$ cat src/rtl/game_pkg.sv
// Shared constants, state encoding and LFSR helper for the pattern game datapath.
package game_pkg;

    localparam int GAME_DEPTH        = 16;
    localparam int GAME_ADDR_W       = 4;
    localparam int GAME_WIDTH        = 2;
    localparam int GAME_TIMER_CYCLES = 5;
    localparam int GAME_ROUND_W      = 5;

    // x^8+x^6+x^5+x^4+1 as a left-shifting Fibonacci register: taps on bits 7,5,4,3.
    localparam logic [7:0] LFSR_SEED = 8'hA5;
    localparam logic [7:0] LFSR_TAPS = 8'hB8;

    typedef enum logic [2:0] {
        IDLE,
        LOAD,
        VERIFY,
        COMMIT,
        LOST
    } state_t;

    function automatic logic [7:0] lfsr_step(input logic [7:0] v);
        return {v[6:0], ^(v & LFSR_TAPS)};
    endfunction

endpackage

$ cat src/rtl/lfsr_gen.sv
// 8-bit pattern LFSR; built only when PATTERN_LFSR_EN is defined.
`ifdef PATTERN_LFSR_EN
module lfsr_gen
    import game_pkg::*;
(
    input  logic       clk,
    input  logic       rst,
    input  logic       clear,
    input  logic       advance,
    output logic [7:0] value
);

    logic [7:0] lfsr_q, lfsr_d;

    always_comb begin
        lfsr_d = lfsr_q;
        if (clear) begin
            lfsr_d = LFSR_SEED;
        end else if (advance) begin
            lfsr_d = lfsr_step(lfsr_q);
        end
    end

    always_ff @(posedge clk or posedge rst) begin
        if (rst) begin
            lfsr_q <= LFSR_SEED;
        end else begin
            lfsr_q <= lfsr_d;
        end
    end

    assign value = lfsr_q;

endmodule
`endif

$ cat src/rtl/pattern_datapath.sv
// Pattern store/verify datapath beside the game controller.
// Define PATTERN_LFSR_EN to store LFSR symbols instead of dataIn on loads.
module pattern_datapath
    import game_pkg::*;
#(
    parameter int DEPTH        = GAME_DEPTH,
    parameter int ADDR_W       = GAME_ADDR_W,
    parameter int WIDTH        = GAME_WIDTH,
    parameter int TIMER_CYCLES = GAME_TIMER_CYCLES,
    parameter int ROUND_W      = GAME_ROUND_W
) (
    input  logic               clka,
    input  logic               reset,
    input  logic               loadData,
    input  logic               readData,
    input  logic               writeData,
    input  logic               writeout,
    input  logic               restart,
    input  logic [ADDR_W-1:0]  count,
    input  logic [WIDTH-1:0]   dataIn,
    input  logic [WIDTH-1:0]   playerIn,
    input  logic               playerValid,
    output logic [WIDTH-1:0]   dataOut,
    output logic               loseSig,
    output logic               timer5,
    output logic [ROUND_W-1:0] roundLen
);

    localparam int CNT_W = (TIMER_CYCLES > 1) ? $clog2(TIMER_CYCLES) : 1;
    localparam logic [CNT_W-1:0]   CNT_LAST  = CNT_W'(TIMER_CYCLES - 1);
    localparam logic [ROUND_W-1:0] ROUND_MAX = '1;

    state_t             state_q, state_d;
    logic [CNT_W-1:0]   idle_cnt_q, idle_cnt_d;
    logic [WIDTH-1:0]   data_out_q, data_out_d;
    logic               lose_q, lose_d;
    logic               timer5_q, timer5_d;
    logic [ROUND_W-1:0] round_q, round_d;

    logic [WIDTH-1:0] mem [DEPTH];

    logic             in_range;
    logic             load_en;
    logic             read_en;
    logic             mismatch;
    logic             idle_cycle;
    logic [WIDTH-1:0] mem_rd;
    logic [WIDTH-1:0] store_sym;

    // restart outranks loadData, which outranks readData.
    assign in_range   = (int'(count) < DEPTH);
    assign load_en    = loadData & writeData & ~restart;
    assign read_en    = readData & writeData & ~loadData & ~restart;
    assign mem_rd     = in_range ? mem[count] : '0;
    assign mismatch   = read_en & playerValid & (playerIn != mem_rd);
    assign idle_cycle = ~loadData & ~readData & ~writeout & ~restart & (state_q != LOST);

`ifdef PATTERN_LFSR_EN
    logic [7:0] lfsr_val;
    logic       unused_bits;

    lfsr_gen u_lfsr (
        .clk     (clka),
        .rst     (reset),
        .clear   (restart),
        .advance (load_en),
        .value   (lfsr_val)
    );

    assign store_sym   = lfsr_val[WIDTH-1:0];
    assign unused_bits = ^{dataIn, lfsr_val[7:WIDTH]};
`else
    assign store_sym = dataIn;
`endif

    always_ff @(posedge clka) begin
        if (load_en && in_range) begin
            mem[count] <= store_sym;
        end
    end

    always_comb begin
        state_d    = state_q;
        idle_cnt_d = idle_cnt_q;
        data_out_d = data_out_q;
        lose_d     = lose_q;
        timer5_d   = 1'b0;
        round_d    = round_q;

        if (restart) begin
            state_d    = IDLE;
            idle_cnt_d = '0;
            data_out_d = '0;
            lose_d     = 1'b0;
            round_d    = '0;
        end else begin
            case (state_q)
                IDLE: begin
                    if (load_en) begin
                        state_d = LOAD;
                    end else if (read_en) begin
                        state_d = VERIFY;
                    end
                end
                LOAD, VERIFY: begin
                    if (writeout) begin
                        state_d = COMMIT;
                    end
                end
                COMMIT:  state_d = IDLE;
                LOST:    state_d = LOST;
                default: state_d = IDLE;
            endcase

            if (read_en) begin
                data_out_d = mem_rd;
            end

            if (mismatch) begin
                lose_d  = 1'b1;
                state_d = LOST;
            end

            if (writeout && (state_q != LOST) && (round_q != ROUND_MAX)) begin
                round_d = round_q + 1'b1;
            end

            if (idle_cycle) begin
                if (idle_cnt_q == CNT_LAST) begin
                    timer5_d   = 1'b1;
                    idle_cnt_d = '0;
                end else begin
                    idle_cnt_d = idle_cnt_q + 1'b1;
                end
            end else begin
                idle_cnt_d = '0;
            end
        end
    end

    always_ff @(posedge clka or posedge reset) begin
        if (reset) begin
            state_q    <= IDLE;
            idle_cnt_q <= '0;
            data_out_q <= '0;
            lose_q     <= 1'b0;
            timer5_q   <= 1'b0;
            round_q    <= '0;
        end else begin
            state_q    <= state_d;
            idle_cnt_q <= idle_cnt_d;
            data_out_q <= data_out_d;
            lose_q     <= lose_d;
            timer5_q   <= timer5_d;
            round_q    <= round_d;
        end
    end

    assign dataOut  = data_out_q;
    assign loseSig  = lose_q;
    assign timer5   = timer5_q;
    assign roundLen = round_q;

endmodule

$ cat config.mk
export PLATFORM = sky130hd
export DESIGN_NAME = pattern_datapath
export DESIGN_NICKNAME = d
export VERILOG_FILES = /design/src/rtl/game_pkg.sv /design/src/rtl/lfsr_gen.sv /design/src/rtl/pattern_datapath.sv
export SDC_FILE = /design/constraint.sdc
export NUM_CORES = 1
export LEC_CHECK = 0
export CORE_AREA = 2 2 69 71
export CTS_CLUSTER_DIAMETER = 60
export DETAILED_ROUTE_END_ITERATION = 12
export DIE_AREA = 0 0 71 73
export PLACE_DENSITY = 0.82
export SLEW_MARGIN = 15
export SYNTH_ARGS = -nofsm -noshare
export SYNTH_HDL_FRONTEND = slang
export SYNTH_SLANG_ARGS = --single-unit
$ cat constraint.sdc
create_clock -name clka -period 1.8 [get_ports clka]
set_input_delay 0.54 -clock clka [delete_from_list [all_inputs] [get_ports clka]]
set_output_delay 0.54 -clock clka [all_outputs]
set_load 0.03 [all_outputs]
==> impl_results.md <==
* Status: finished, final reports clean
* Starting Density at 47.4%
* CTS root buf: clkbuf_8
* Sequential cell area fraction in the yosys report at 62.1%
* HP Class: register to register
* Synthesized net count at 177
* Leak pwr at 1.14 nW
* Crit Path Max Fanout at 6
* CP arrival at 2.02 ns
* Layout area overhead at 34.1%
* Ranking of synthesized cells by area: edfxtp_1 (45%), dfrtp_1 (17%), mux4_1 (4.9%)
* CTS Hold Bufs at 0
* Startpoint types: input pin
* Top-area cell type share of the netlist area at 44.7%
* Syn. warnings at 0
* Routability congestion estimate at 0.865
* Synthesized area at 2150 µm²
* RSZ-0062 raised after global routing: yes
* Utilization after layout at 63.6%
* Pre-CTS setup slack at -0.782 ns
* Worst R2R Setup Slack at 0.06 ns
* Switch share at 20.9%
* CP endpoint kind: register
* Fmax achieved at 0.559 GHz
* DRT Wirelength at 4310 µm
* Share of cells above drive strength 1 at 35.0%
* Antenna violations before repair at 0
* CTS Buf Count at 5
* DR vias/cell at 5.50
* Maxcap violations at 0
* Slew of the pin with the lowest slew margin at 0.535 ns
* Slew Limit Fails at 0
* CTS clk-pin slew, worst paths at 0.08 ns
* Die footprint at 5180 µm²
* Slew margin rel. at 64.2%
* Nets at 225
* Drt pass-1 iters at 4
* Die height at 73 µm
* Total power at 2.37 mW
* Number of antenna diodes at 0
* Final setup margin at 0.0121 ns
* Tmin final at 1.79 ns
* Worst Skew at 0.00428 ns
* Power share of the clock group at 37.2%
* Yosys cell types at 36
* Clock tree buffer depth at 2
* VDD IR max at 683 µV
* Final Hold Fails at 0
* Period utilization at 99.3%
* Cells after synthesis at 157
* Port Buf Inserts at 24
* Post-route ant nets at 0
* Worst skew pair latency at 0.30 ns
* Routed len/inst at 16.6 µm
* Synthesis-stage register bit count at 47
* Hold WS at 0.472 ns
* Vias in the first global route at 1,391
* Net Switching at 0.495 mW
* Drt initial violations at 80
* DRC errors left at 0
* Cell accounting for the most synthesized area: edfxtp_1
* Part of the power in registers at 50.3%
* Avg Inst Size Synth at 13.7 µm²
* GR Overflow Total at 0
* Power density over the cells at 821 nW/µm²
* First-pass GRT wire length at 6880 µm
* Die width at 71 µm
* Worst path required time at 2.03 ns
* CTS sink count at 47
* Crit Path Category: input pin to register
* Num rows at 25
* Pin count of the biggest net entering global routing at 17
* Async SR Flop Fraction at 31.9%
* Post-synth EDFFs at 32
* Top_reg_cell synth: edfxtp_1
* Comb power frac at 12.5%
* Gr usage total at 17.9%
* H-Tree Depth at 2
* Total number of vias at 1,430
* Core ar. at 4540 µm²
* Setup violators final at 0
* CTS tree: built
* Final HPWL DP at 2880 µm
* Top Ports at 25
* Internal Pwr Total at 1.87 mW
-- power by group through the flow --
stage | combinational, mW | clock (mW) | sequential [mW]
after detailed placement | 0.263 | 0 | 1.21
after global routing | 0.324 | 0.950 | 1.19
after CTS | 0.273 | 0.899 | 1.19
after floorplan | 0.128 | 0 | 1.23
final | 0.295 | 0.881 | 1.19
after global placement | 0.259 | 0 | 1.21
-- path summary, 6_finish.rpt --
kind | startpoint | end | depth (start not counted)
worst max-delay path | count[1] | state_q[1] | 7
min in group asynchronous | reset | timer5 | 3
worst min register to register | idle_cnt_q[0] | idle_cnt_q[0] | 1
max in group asynchronous | reset | roundLen[0] | 3
worst max register to register | mem[14][0] | state_q[1] | 5
worst min-delay path | idle_cnt_q[0] | idle_cnt_q[0] | 1
-- cell usage after synthesis, types with 2 or more instances --
master and count:
a21oi_1 4, a22oi_2 4, and2b_2 2, and3_1 2
dfrtp_1 15, edfxtp_1 32, ha_1 4, inv_1 6
mux2i_1 5, mux4_1 4, mux4_2 4, nand2_1 12
nand2b_1 2, nand3_1 4, nand4_1 2, nor2_1 28
nor3_1 5, o21ai_0 2, o22ai_1 2, xor2_1 2
-- registers in the layout (all words and copies together) (netlist names) --
name	cells
loseSig	1
roundLen	5
state_q	3
idle_cnt_q	3
dataOut	2
mem	32
timer5	1
-- routing by layer --
| metal | routed length (µm) | global-route usage [%] | part of all wire [%] |
|---|---|---|---|
| met4 | 24 | 6.29 | 0.56 |
| met3 | 272 | 5.52 | 6.3 |
| met5 | 0 | 0 | 0 |
| met2 | 2180 | 28.2 | 51 |
| met1 | 1830 | 23.8 | 42 |
-- cells in the final DEF, fill, tap and decap left out, types with 3 or more instances in the layout --
| cell | Yosys | routed |
|---|---|---|
| edfxtp_1 | 32 | 32 |
| nor2_1 | 28 | 19 |
| buf_4 | 0 | 17 |
| dfrtp_1 | 15 | 13 |
| dlygate4sd2_1 | 0 | 12 |
| nand2_1 | 12 | 10 |
| mux4_2 | 4 | 8 |
| nor2_2 | 0 | 8 |
| clkdlybuf4s50_1 | 0 | 8 |
| inv_1 | 6 | 6 |
| mux2i_1 | 5 | 5 |
| clkbuf_8 | 1 | 5 |
| a22oi_2 | 4 | 4 |
| nor3_4 | 0 | 4 |
| nand3_1 | 4 | 3 |
| dlymetal6s2s_1 | 0 | 3 |
-- metrics by stage --
step | setup TNS (ns) | cells | instance area [µm²]
floorplan | -0.183 | 157 | 2160
global placement | -13.39 | 247 | 2560
detailed placement | -14.44 | 247 | 2560
CTS | 0 | 257 | 2740
global route | -0.188 | 260 | 2890
finish | 0 | 260 | 2890
-- what timing repair did --
item	4_1_cts	5_1_grt
pin swaps	6	14
setup buffers	1	3
endpoints found under the setup margin	30	38
cloned	1	0
gates resized for setup	29	29
-- critical path, cell delays in order --
cell	delay, ns
buf_8	0.09
buf_12	0.12
mux4_2	0.52
a22oi_2	0.23
a21o_1	0.17
nand4_1	0.17
a21oi_2	0.16
-- area by class of cell --
| type | count | area (µm²) |
|---|---|---|
| fill | 350 | 1650 |
| sequential | 47 | 1340 |
| multi-input combinational | 100 | 888 |
| timing repair buffer | 45 | 435 |
| clock buffer | 6 | 72.6 |
| tap | 54 | 67.6 |
| clock inverter | 2 | 60.1 |
| inverter | 6 | 22.5 |
-- kinds of logic after synthesis --
logic type / after synthesis / synth area share, %
AND/OR/NAND/NOR: 64 / 14.3
adder cells (fa/ha/maj): 4 / 2.33
AO/OA/AOI/OAI: 16 / 6.05
XOR/XNOR: 3 / 1.22
multiplexers: 13 / 11.4
flip-flops: 47 / 62.1
buffers and inverters: 10 / 2.62
(Power assumes the default switching activity.)
